[src/rtl/keypad_scanner_pkg.sv]
// Shared types and helpers for the keypad scanner: FSM state encoding,
// the 16-entry key map and the column decode used at each sample point.
package keypad_scanner_pkg;

    typedef enum logic [1:0] {
        ST_SCAN     = 2'd0,
        ST_DEBOUNCE = 2'd1,
        ST_EMIT     = 2'd2,
        ST_HOLD     = 2'd3
    } scan_state_t;

    // Layout:  r0: 1 2 3 A | r1: 4 5 6 B | r2: 7 8 9 C | r3: * 0 # D
    function automatic logic [3:0] key_map(input logic [1:0] row, input logic [1:0] col);
        logic [3:0] code;
        case ({row, col})
            4'h0: code = 4'h1;
            4'h1: code = 4'h2;
            4'h2: code = 4'h3;
            4'h3: code = 4'hA;
            4'h4: code = 4'h4;
            4'h5: code = 4'h5;
            4'h6: code = 4'h6;
            4'h7: code = 4'hB;
            4'h8: code = 4'h7;
            4'h9: code = 4'h8;
            4'hA: code = 4'h9;
            4'hB: code = 4'hC;
            4'hC: code = 4'hE;
            4'hD: code = 4'h0;
            4'hE: code = 4'hF;
            default: code = 4'hD;
        endcase
        return code;
    endfunction

    // Returns {single, col}: single is set when exactly one column reads low.
    function automatic logic [2:0] decode_cols(input logic [3:0] cols);
        logic [2:0] res;
        case (cols)
            4'b1110: res = {1'b1, 2'd0};
            4'b1101: res = {1'b1, 2'd1};
            4'b1011: res = {1'b1, 2'd2};
            4'b0111: res = {1'b1, 2'd3};
            default: res = {1'b0, 2'd0};
        endcase
        return res;
    endfunction

endpackage

[src/rtl/keypad_scanner_sync2.sv]
// Parameterised-width two-flop synchronizer for asynchronous level inputs.
module sync2 #(
    parameter int               WIDTH   = 1,
    parameter logic [WIDTH-1:0] RST_VAL = '0
) (
    input  logic             clk,
    input  logic             rst,
    input  logic [WIDTH-1:0] d,
    output logic [WIDTH-1:0] q
);

    logic [WIDTH-1:0] meta;

    always_ff @(posedge clk) begin
        if (rst) begin
            meta <= RST_VAL;
            q    <= RST_VAL;
        end else begin
            meta <= d;
            q    <= meta;
        end
    end

endmodule

[src/rtl/keypad_scanner.sv]
// 4x4 matrix keypad scanner with press/release debounce; emits one push strobe
// (or a drop strobe under backpressure) per accepted key press.
//
// state    | meaning
// ---------+-----------------------------------------------------------
// SCAN     | rows rotate each dwell period, looking for a single low column
// DEBOUNCE | row frozen, counting consecutive agreeing samples
// EMIT     | one cycle: register code and issue valid/dropped strobe
// HOLD     | row frozen, waiting for DEBOUNCE_CNT clean release samples
module keypad_scanner
    import keypad_scanner_pkg::*;
#(
    parameter int SCAN_DIV     = 250000,
    parameter int DEBOUNCE_CNT = 4
) (
    input  logic       clk,
    input  logic       rst,
    output logic [3:0] keypad_rows,
    input  logic [3:0] keypad_cols,
    input  logic       full,
    output logic [3:0] key_code,
    output logic       key_valid,
    output logic       key_held,
    output logic       key_dropped
);

    localparam int DW = $clog2(SCAN_DIV);
    localparam int BW = $clog2(DEBOUNCE_CNT + 1);
    localparam logic [DW-1:0] DWELL_LAST = DW'(SCAN_DIV - 1);
    localparam logic [BW-1:0] DEB_DONE   = BW'(DEBOUNCE_CNT);

    scan_state_t   state_q, state_d;
    logic [DW-1:0] dwell_q, dwell_d;
    logic [BW-1:0] deb_q, deb_d;
    logic [BW-1:0] rel_q, rel_d;
    logic [1:0]    row_q, row_d;
    logic [1:0]    lat_col_q, lat_col_d;
    logic [3:0]    rows_d;
    logic [3:0]    code_d;
    logic          valid_d, dropped_d, held_d;

    logic [3:0]    cols_sync;
    logic          sample;
    logic [2:0]    col_dec;
    logic          single;
    logic [1:0]    hit_col;

    sync2 #(
        .WIDTH   (4),
        .RST_VAL (4'b1111)
    ) u_sync_cols (
        .clk (clk),
        .rst (rst),
        .d   (keypad_cols),
        .q   (cols_sync)
    );

    assign sample  = (dwell_q == DWELL_LAST);
    assign col_dec = decode_cols(cols_sync);
    assign single  = col_dec[2];
    assign hit_col = col_dec[1:0];

    always_comb begin
        state_d   = state_q;
        dwell_d   = sample ? '0 : dwell_q + DW'(1);
        deb_d     = deb_q;
        rel_d     = rel_q;
        row_d     = row_q;
        lat_col_d = lat_col_q;
        code_d    = key_code;
        valid_d   = 1'b0;
        dropped_d = 1'b0;
        held_d    = key_held;

        case (state_q)
            ST_SCAN: begin
                if (sample) begin
                    if (single) begin
                        lat_col_d = hit_col;
                        // A one-sample acceptance threshold skips straight to EMIT.
                        if (DEBOUNCE_CNT == 1) begin
                            deb_d   = '0;
                            state_d = ST_EMIT;
                        end else begin
                            deb_d   = BW'(1);
                            state_d = ST_DEBOUNCE;
                        end
                    end else begin
                        row_d = row_q + 2'd1;
                    end
                end
            end
            ST_DEBOUNCE: begin
                if (sample) begin
                    if (single && (hit_col == lat_col_q)) begin
                        if ((deb_q + BW'(1)) == DEB_DONE) begin
                            deb_d   = '0;
                            state_d = ST_EMIT;
                        end else begin
                            deb_d = deb_q + BW'(1);
                        end
                    end else begin
                        deb_d   = '0;
                        row_d   = row_q + 2'd1;
                        state_d = ST_SCAN;
                    end
                end
            end
            ST_EMIT: begin
                code_d    = key_map(row_q, lat_col_q);
                valid_d   = ~full;
                dropped_d = full;
                held_d    = 1'b1;
                rel_d     = '0;
                state_d   = ST_HOLD;
            end
            ST_HOLD: begin
                if (sample) begin
                    if (cols_sync == 4'b1111) begin
                        if ((rel_q + BW'(1)) == DEB_DONE) begin
                            held_d  = 1'b0;
                            rel_d   = '0;
                            row_d   = 2'd0;
                            state_d = ST_SCAN;
                        end else begin
                            rel_d = rel_q + BW'(1);
                        end
                    end else begin
                        rel_d = '0;
                    end
                end
            end
            default: state_d = ST_SCAN;
        endcase

        rows_d = ~(4'b0001 << row_d);
    end

    always_ff @(posedge clk) begin
        if (rst) begin
            state_q     <= ST_SCAN;
            dwell_q     <= '0;
            deb_q       <= '0;
            rel_q       <= '0;
            row_q       <= 2'd0;
            lat_col_q   <= 2'd0;
            keypad_rows <= 4'b1111;
            key_code    <= 4'h0;
            key_valid   <= 1'b0;
            key_held    <= 1'b0;
            key_dropped <= 1'b0;
        end else begin
            state_q     <= state_d;
            dwell_q     <= dwell_d;
            deb_q       <= deb_d;
            rel_q       <= rel_d;
            row_q       <= row_d;
            lat_col_q   <= lat_col_d;
            keypad_rows <= rows_d;
            key_code    <= code_d;
            key_valid   <= valid_d;
            key_held    <= held_d;
            key_dropped <= dropped_d;
        end
    end

endmodule

[config.mk]
export PLATFORM = sky130hd
export DESIGN_NAME = keypad_scanner
export DESIGN_NICKNAME = d
export VERILOG_FILES = /design/src/rtl/keypad_scanner_pkg.sv /design/src/rtl/keypad_scanner_sync2.sv /design/src/rtl/keypad_scanner.sv
export SDC_FILE = /design/constraint.sdc
export NUM_CORES = 1
export LEC_CHECK = 0
export CORE_MARGIN = 2
export CORE_UTILIZATION = 55
export DETAILED_ROUTE_END_ITERATION = 8
export PLACE_DENSITY_LB_ADDON = 0.25
export RECOVER_POWER = 50
export SYNTH_ARGS = -nofsm -noshare
export SYNTH_HDL_FRONTEND = slang
export SYNTH_HIERARCHICAL = 1
export SYNTH_SLANG_ARGS = --single-unit
[constraint.sdc]
create_clock -name clk -period 7.6 [get_ports clk]
set_input_delay 1.52 -clock clk [delete_from_list [all_inputs] [get_ports clk]]
set_output_delay 1.52 -clock clk [all_outputs]
set_load 0.02 [all_outputs]
==> results of run 1 <==
==> area by class of cell <==
cell class	count	share of cell area (%)
Clock inverter	3	0.808
Inverter	8	1.14
Timing Repair Buffer	18	6.60
Clock buffer	5	2.61
Tap cell	50	2.38
Sequential cell	49	37.2
Multi-Input combinational cell	198	49.2
==> worst min path at each step <==
stage | start | slack [ps] | endpoint
4_1_cts | u_sync_cols/meta[0] | 410 | u_sync_cols/q[0]
2_1_floorplan | u_sync_cols/meta[0] | 380 | u_sync_cols/q[0]
6_report | u_sync_cols/meta[2] | 410 | u_sync_cols/q[2]
3_3_place_gp | u_sync_cols/meta[1] | 390 | u_sync_cols/q[1]
5_1_grt | u_sync_cols/meta[0] | 440 | u_sync_cols/q[0]
3_5_place_dp | u_sync_cols/meta[0] | 390 | u_sync_cols/q[0]
==> state kept, by name, indices dropped and copies added (netlist names), named ones only <==
| signal | cells |
|---|---|
| dwell_q | 18 |
| key_code | 4 |
| keypad_rows | 4 |
| u_sync_cols/meta | 4 |
| u_sync_cols/q | 4 |
| deb_q | 3 |
| rel_q | 3 |
| lat_col_q | 2 |
| row_q | 2 |
| key_dropped | 1 |
| key_held | 1 |
| key_valid | 1 |
| state_q | 1 |
==> per-layer routing <==
layer	vias up	track usage, %
met1	852	25.8
met5	-	0
li1	977	-
met3	6	5.52
met2	43	27.0
met4	0	6.54
==> worst max-delay path, delay by kind of cell <==
family	cells	cell delay [ps]
buf+inv	3	1600
simple gates	2	600
==> Yosys cell counts, types with 2 or more instances <==
master	count
sky130_fd_sc_hd__dfxtp_1	49
sky130_fd_sc_hd__nor2_1	34
sky130_fd_sc_hd__nand2_1	16
sky130_fd_sc_hd__a21oi_1	14
sky130_fd_sc_hd__ha_1	10
sky130_fd_sc_hd__nand3_1	10
sky130_fd_sc_hd__xor2_1	10
sky130_fd_sc_hd__o21ai_0	9
sky130_fd_sc_hd__clkbuf_1	8
sky130_fd_sc_hd__inv_1	8
sky130_fd_sc_hd__nand4_1	8
sky130_fd_sc_hd__or2_1	8
sky130_fd_sc_hd__a211oi_1	7
sky130_fd_sc_hd__nor3_1	7
sky130_fd_sc_hd__xnor2_1	7
sky130_fd_sc_hd__and3_1	4
sky130_fd_sc_hd__nand4b_1	4
sky130_fd_sc_hd__nor2b_1	4
sky130_fd_sc_hd__nor3b_1	3
sky130_fd_sc_hd__nor4_1	3
sky130_fd_sc_hd__o2111ai_1	3
sky130_fd_sc_hd__o21a_1	3
sky130_fd_sc_hd__or3_1	3
sky130_fd_sc_hd__a41oi_1	2
sky130_fd_sc_hd__and2_1	2
sky130_fd_sc_hd__and3b_1	2
sky130_fd_sc_hd__and4_1	2
sky130_fd_sc_hd__buf_1	2
sky130_fd_sc_hd__buf_2	2
sky130_fd_sc_hd__mux2i_1	2
sky130_fd_sc_hd__nand2b_1	2
sky130_fd_sc_hd__nor4b_1	2
sky130_fd_sc_hd__or4b_1	2
sky130_fd_sc_hd__or4b_2	2
==> cells by family after synthesis <==
group / after synthesis
simple gates: 124
flops: 49
compound gates: 44
buf+inv: 21
xor+xnor: 17
fa+ha+maj: 10
mux: 3
==> power by group through the flow <==
stage	Sequential [mW]	Clock, mW	Combinational, mW
5_1_grt	0.265	0.168	0.0220
3_3_place_gp	0.270	0	0.0192
4_1_cts	0.264	0.157	0.0197
3_5_place_dp	0.271	0	0.0196
6_report	0.264	0.154	0.0193
2_1_floorplan	0.269	0	0.0137
==> metrics by stage <==
stage          setup slack, ps  total power, mW
2_1_floorplan             5150            0.283
3_3_place_gp              4550            0.290
3_5_place_dp              4520            0.290
4_1_cts                   4820            0.442
5_1_grt                   3820            0.455
6_report                  4050            0.438
==> results.toml, run 1 <==
[outcome]
result_of_the_run = "completed"

[logic_synthesis]
synth_top_family_by_area = "simple AND/OR/NAND/NOR gates"
yosysWarnings = 6
synth.net_count = 285
synth_cells = 268
ys.flop_type = "sky130_fd_sc_hd__dfxtp_1"
synth.yosys.seq_area_share_pct = 41.6
complex_gate_fraction_of_the_synthesized_area_pct = 12.2
number_of_distinct_library_cells_after_synthesis = 48
syn_area_sq_um = 2360
avgSynthCellArea_sq_um = 8.81
synth.mux.area_fraction_pct = 1.80
synth_top_cell_area_share_pct = 41.6
netlist.top_cell.by_area = "sky130_fd_sc_hd__dfxtp_1"
async_flop_share_pct = 0
post_synth_xor_area_fraction_pct = 6.31
synth-adder-area-share_pct = 5.30
number_of_storage_elements_in_the_synthesis_netlist = 49
synth_edf_count = 0
synthSimpleGateAreaFrac_pct = 29.3
yosys-top-cells-area = "sky130_fd_sc_hd__dfxtp_1 (42%), sky130_fd_sc_hd__nor2_1 (5.4%), sky130_fd_sc_hd__ha_1 (5.3%)"

[detailed_routing]
routed_length_on_met3_um = 207
dr.first_iter.drc_count = 133
drt-total-wl_um = 4330
avgRoutedWirePerCell_um = 13.1
antenna_left = 0
drt-pass1-iter-count = 4
wl_met1_um = 2160
route.vias.total = 1878
drt-vias-per-instance = 5.67
drcViolationCount = 0
routed_length_on_met2_um = 1900
dr.max_layer_used = "met4"

[worst_setup_path]
rr_startpoint = "dwell_q[6]"
end_kind = "flop"
worst_r2r_path_depth = 6
critical-path-max-stage-delay_ps = 810
worst-r2r-setup-slack_ps = 4940
critical_path_class = "input pin to flop"
arrival_ps = 3730
worstPathCellList = "dlygate4sd3_1 -> clkbuf_1 -> inv_1 -> nand2_1 -> nor2_1"
critical_path_peak_fanout = 27
critical_path.slowest_cell = "sky130_fd_sc_hd__clkbuf_1"
cp.required_ps = 7780
critPathCapture = "dwell_q[10]"
cp-start-kind = "input pin"
crit_startpoint = "rst"
worst_r2r_endpoint = "lat_col_q[0]"

[layout]
area_delta_synth_final_pct = 11.6
register_area_sq_um = 981
layout.core_utilization_pct = 64.9
design_area_sq_um = 2630
final_layout_size_suffix_gt1_share_pct = 5.69
final_nets = 297
antenna_cells_inserted = 0
multi_input_logic_area_sq_um = 1300
layoutNonFillerInstCount = 331
most_frequent_cells_in_the_layout = "sky130_fd_sc_hd__dfxtp_1 (49), sky130_fd_sc_hd__nor2_1 (34), sky130_fd_sc_hd__nand2_1 (16)"
final_common_cell = "sky130_fd_sc_hd__dfxtp_1"
layout.filler_cells = 350

[timing]
timing.clock.skew_ps = 7.82
rsz0062_at_grt = "no"
finalSetupViolations = 0
max_slew.worst_pin.slew_ps = 1100
relSlewSlack_pct = 26.6
timing.final.max_slew_violations = 0
setup_tns_ps = 0
part_of_the_cycle_the_worst_path_needs_pct = 46.7
holdWs_ps = 407
timing.final.crit_period_ps = 3550
fmax_mhz = 282
hold_viol = 0

[min_path]
holdCritPathClass = "flop to flop"
depth_of_the_worst_hold_timing_path = 1

[clock_network]
htreeDepth = 2
cts_root_buffer = "sky130_fd_sc_hd__clkbuf_8"
post-cts-setup-buffers = 0
clk_pin_slew_worst_setup_hold_paths_ps = 90
tritoncts_num_sinks = 49
cts_inserted_buffers = 5
postCtsHoldBufs = 0
post_cts_resized = 0
clk_path_buf_depth = 2
clock_latency_ps = 300
cts_tree = "built"

[grt]
antenna_found_initial = 0
grt_overflow = 0
largest_net_degree_at_the_start_of_global_routing = 28
number_of_global_route_vias_before_repair = 1655
grt_pass1_wl_um = 7360
globalRouteTotalUtil_pct = 18.5

[die]
coreArea_sq_um = 4060
vertical_die_dimension_um = 69.5
rows = 23
dieWidth_um = 69.5
number_of_primary_i_o_pins = 18
initial_core_util_pct = 58.2
dieArea_sq_um = 4830

[place]
globalplace.congestion = 0.858
io_buffer_count = 17
placement.cell_area_sq_um = 2550
dpl.hpwl_um = 3140
place.detailed.instances = 323

[power_and_ir_drop]
power-per-cell-area_nw_per_um2 = 166
p_leak_nw = 0.945
combPwrFrac_pct = 4.4
total_internal_power_uw = 335
seq_power_share_pct = 60.4
power.switching_fraction_pct = 23.5
power.share.clock_pct = 35.2
p_sw_uw = 103
peakVddDrop_mv = 0.125

[run]
max-cap-violations = 0
Note: power is estimated with default switching activity, not from simulation.
==> inputs of run 2 (changes only) <==
Clock period 7.6 ns to 3.6 ns, I/O delays scaled along.
==> run 2 against run 1 <==
First-iteration DRC count rose by 15%. Final area barely moved. Clock power rose by 110%. Worst setup slack got worse by 3200 ps. Die area did not move. Via count rose by 2.6%. Sequential power rose by 110%. Critical path type unchanged. Critical endpoint is now dwell_q[14]. Highest routed layer unchanged.
==> results.toml, run 2 (same netlist as run 1, synthesis figures left out) <==
[detailed_routing]
avgRoutedWirePerCell_um = 13.8
drcViolationCount = 0
route.vias.total = 1927
drt-pass1-iter-count = 5
drt-total-wl_um = 4560
drt-vias-per-instance = 5.82
dr.first_iter.drc_count = 153
antenna_left = 0

[outcome]
result_of_the_run = "completed"

[grt]
largest_net_degree_at_the_start_of_global_routing = 28
number_of_global_route_vias_before_repair = 1704
antenna_found_initial = 0
grt_overflow = 0
globalRouteTotalUtil_pct = 19.1
grt_pass1_wl_um = 7600

[worst_setup_path]
cp-start-kind = "input pin"
end_kind = "flop"
critical_path_class = "input pin to flop"
cp.required_ps = 3760
worst_r2r_path_depth = 6
critical_path_peak_fanout = 27
arrival_ps = 2960

[die]
dieWidth_um = 69.5
initial_core_util_pct = 58.2
number_of_primary_i_o_pins = 18
vertical_die_dimension_um = 69.5
rows = 23
dieArea_sq_um = 4830
coreArea_sq_um = 4060

[layout]
antenna_cells_inserted = 0
area_delta_synth_final_pct = 11.6
layoutNonFillerInstCount = 331
largest_register_ffs = 18
final_layout_size_suffix_gt1_share_pct = 5.34
top_register = "dwell_q"
final_nets = 297
final_common_cell = "sky130_fd_sc_hd__dfxtp_1"
layout.core_utilization_pct = 64.9
most_frequent_cells_in_the_layout = "sky130_fd_sc_hd__dfxtp_1 (49), sky130_fd_sc_hd__nor2_1 (34), sky130_fd_sc_hd__nand2_1 (16)"

[clock_network]
postCtsHoldBufs = 0
cts_tree = "built"
cts_root_buffer = "sky130_fd_sc_hd__clkbuf_8"
clk_pin_slew_worst_setup_hold_paths_ps = 90
tritoncts_num_sinks = 49
clock_latency_ps = 300
htreeDepth = 2
post_cts_resized = 0
clk_path_buf_depth = 2
post-cts-setup-buffers = 0
cts_inserted_buffers = 5

[place]
globalplace.congestion = 0.845
dpl.hpwl_um = 3280
io_buffer_count = 17
place.detailed.instances = 323

[timing]
holdWs_ps = 411
fmax_mhz = 357
finalSetupViolations = 0
timing.final.max_slew_violations = 0
relSlewSlack_pct = 26.4
setup_tns_ps = 0
rsz0062_at_grt = "no"
hold_viol = 0
part_of_the_cycle_the_worst_path_needs_pct = 77.8
timing.clock.skew_ps = 8.39
max_slew.worst_pin.slew_ps = 1100
timing.final.crit_period_ps = 2800

[min_path]
holdCritPathClass = "flop to flop"
depth_of_the_worst_hold_timing_path = 1

[power_and_ir_drop]
power-per-cell-area_nw_per_um2 = 351
total_power_uw = 923
p_leak_nw = 0.956
peakVddDrop_mv = 0.223

[run]
max-cap-violations = 0
[run 2: cell count changes in the layout (fill, tap and decap cells not counted)]
cell / previous run / this run
sky130_fd_sc_hd__and2_0: 0 / 1
sky130_fd_sc_hd__and2_2: 1 / 0
sky130_fd_sc_hd__dlygate4sd3_1: 2 / 12
sky130_fd_sc_hd__clkdlybuf4s50_1: 15 / 5
[run 2: final cells by class]
class / instances / area, sq um
Multi-Input combinational cell: 198 / 1290
Inverter: 8 / 30.0
Fill cell: 362 / 1430
Clock inverter: 3 / 21.3
Sequential cell: 49 / 981
Timing Repair Buffer: 18 / 174
Clock buffer: 5 / 68.8
Tap cell: 50 / 62.6
[run 2: final timing paths]
kind | start | endpoint | slack, ps
hold / removal | u_sync_cols/meta[1] | u_sync_cols/q[1] | 410
hold reg to reg | u_sync_cols/meta[1] | u_sync_cols/q[1] | 410
setup / recovery | rst | dwell_q[14] | 800
setup reg to reg | dwell_q[7] | rel_q[0] | 910
[run 2: stage by stage]
step	area (sq um)	setup WS, ps
after CTS	2640	894
after global placement	2550	994
after detailed placement	2550	932
after floorplan	2360	1150
after global routing	2630	590
final	2630	798
[run 2: routing by layer]
| metal | vias up | routed length [um] | GRT usage, % |
|---|---|---|---|
| met1 | 892 | 2180 | 25.5 |
| li1 | 978 | - | - |
| met2 | 50 | 2170 | 31.7 |
| met4 | 0 | 46 | 5.45 |
| met3 | 7 | 155 | 3.49 |
| met5 | - | 0 | 0 |
[run 2: critical path, stage by stage]
cell and delay (ps):
sky130_fd_sc_hd__dlygate4sd3_1 520, sky130_fd_sc_hd__clkbuf_1 810, sky130_fd_sc_hd__inv_1 290, sky130_fd_sc_hd__nand2_1 490
sky130_fd_sc_hd__nor2_1 130
[run 2: where the power goes]
part	internal [mW]	total, mW	switching, mW
Combinational	0.0187	0.0409	0.0222
Sequential	0.550	0.558	0.00818
Clock	0.138	0.324	0.186
==> inputs of run 3 (changes only) <==
Clock period 3.6 ns to 2.8 ns, I/O delays scaled along.
==> run 3 against run 2 <==
Critical path depth grew 1. Sequential share of layout area fell by 0.52 points. Register-to-register slack worse by 730 ps. Sequential power rose by 29%. Combinational power increased by 36%. Via count unchanged. Sequential cell count stayed put. Non-clock buffer count up 3. Critical path type is now flop to flop.
==> results.toml, run 3 (same netlist as run 1, synthesis figures left out) <==
[outcome]
result_of_the_run = "completed"

[timing]
setup_tns_ps = 0
max_slew.worst_pin.slew_ps = 464
part_of_the_cycle_the_worst_path_needs_pct = 93.5
fmax_mhz = 382
fin_ws_ps = 183
finalSetupViolations = 0
rsz0062_at_grt = "no"
timing.final.max_slew_violations = 0
holdWs_ps = 407
timing.clock.skew_ps = 8.83
timing.final.crit_period_ps = 2620
hold_viol = 0
relSlewSlack_pct = 68.7

[worst_setup_path]
critical_path_class = "flop to flop"
arrival_ps = 2860
cp.required_ps = 3040
critical_path_peak_fanout = 6
cp-start-kind = "flop"
end_kind = "flop"

[die]
initial_core_util_pct = 58.2
dieArea_sq_um = 4830
dieWidth_um = 69.5
number_of_primary_i_o_pins = 18
vertical_die_dimension_um = 69.5
coreArea_sq_um = 4060
rows = 23

[layout]
final_nets = 300
antenna_cells_inserted = 0
final_common_cell = "sky130_fd_sc_hd__dfxtp_1"
layoutNonFillerInstCount = 333
area_delta_synth_final_pct = 13.1
multi_input_logic_area_sq_um = 1300
top_register = "dwell_q"
final_layout_size_suffix_gt1_share_pct = 6.36
most_frequent_cells_in_the_layout = "sky130_fd_sc_hd__dfxtp_1 (49), sky130_fd_sc_hd__nor2_1 (34), sky130_fd_sc_hd__nand2_1 (16)"
register_area_sq_um = 981
largest_register_ffs = 18
layout.filler_cells = 345
design_area_sq_um = 2670

[min_path]
holdCritPathClass = "flop to flop"

[power_and_ir_drop]
total_internal_power_uw = 992
power.switching_fraction_pct = 21.0
p_sw_uw = 264
p_leak_nw = 0.982
seq_power_share_pct = 57.1
peakVddDrop_mv = 0.396
combPwrFrac_pct = 4.4
power.share.clock_pct = 38.4
power-per-cell-area_nw_per_um2 = 470

[grt]
antenna_found_initial = 0
grt_pass1_wl_um = 7780
number_of_global_route_vias_before_repair = 1736
globalRouteTotalUtil_pct = 19.8
largest_net_degree_at_the_start_of_global_routing = 27
grt_overflow = 0

[detailed_routing]
drcViolationCount = 0
dr.first_iter.drc_count = 121
drt-total-wl_um = 4530
antenna_left = 0
route.vias.total = 1927
drt-vias-per-instance = 5.79
drt-pass1-iter-count = 4
avgRoutedWirePerCell_um = 13.6

[clock_network]
clock_latency_ps = 300
post-cts-setup-buffers = 0
clk_path_buf_depth = 2
cts_tree = "built"
htreeDepth = 2
post_cts_resized = 0
clk_pin_slew_worst_setup_hold_paths_ps = 90
tritoncts_num_sinks = 49
postCtsHoldBufs = 0
cts_inserted_buffers = 5
cts_root_buffer = "sky130_fd_sc_hd__clkbuf_8"

[place]
globalplace.congestion = 0.828
io_buffer_count = 17
place_worst_setup_slack_ps = 215
place.detailed.instances = 326
placement.cell_area_sq_um = 2570
dpl.hpwl_um = 3310

[run]
max-cap-violations = 0
[run 3: cell types whose count changed in the layout (fill, tap and decap cells not counted), sizes merged]
cell / previous run / this run
clkinvlp: 1 / 0
bufinv: 0 / 1
buf: 0 / 3
inv: 9 / 8
[run 3: layout make-up]
class                   instances  share of cell area (%)
multi-input cells             198                    48.5
repair buffers                 21                    7.36
inverters                       8                    1.12
clock buffers                   5                    2.58
clock inverters                 2                    1.31
flip-flops and latches         49                    36.7
well taps                      50                    2.34
[run 3: layer usage]
| layer | share of wire, % | track usage, % |
|---|---|---|
| met1 | 48 | 26.1 |
| met2 | 45 | 31.9 |
| met3 | 5.3 | 3.49 |
| met4 | 1.8 | 8.28 |
| met5 | 0 | 0 |
[run 3: path summary, 6_finish.rpt]
path	from	end	slack (ps)	depth (start not counted)
hold / removal	u_sync_cols/meta[1]	u_sync_cols/q[1]	410	1
setup reg to reg	dwell_q[7]	rel_q[0]	180	6
setup / recovery	dwell_q[7]	rel_q[0]	180	6
hold reg to reg	u_sync_cols/meta[1]	u_sync_cols/q[1]	410	1
[run 3: power by group through the flow]
stage / Clock [mW] / Sequential, mW / Combinational (mW)
finish: 0.483 / 0.718 / 0.0556
global route: 0.524 / 0.719 / 0.0615
CTS: 0.496 / 0.718 / 0.0564
detailed placement: 0 / 0.734 / 0.0554
global placement: 0 / 0.734 / 0.0546
floorplan: 0 / 0.730 / 0.0372
[run 3: metrics by stage]
stage | utilization, % | total power, mW
floorplan | - | 0.767
global placement | 63.3 | 0.788
detailed placement | 63.3 | 0.790
CTS | 65.9 | 1.27
global route | 65.8 | 1.31
finish | 65.8 | 1.26
[run 3: worst max-delay path: stages (launching register included)]
cell and delay (ps):
sky130_fd_sc_hd__dfxtp_1 420, sky130_fd_sc_hd__or4b_2 660, sky130_fd_sc_hd__nor2_1 230, sky130_fd_sc_hd__and2_2 220, sky130_fd_sc_hd__o21ai_0 180, sky130_fd_sc_hd__or4b_2 690
sky130_fd_sc_hd__a21oi_1 160
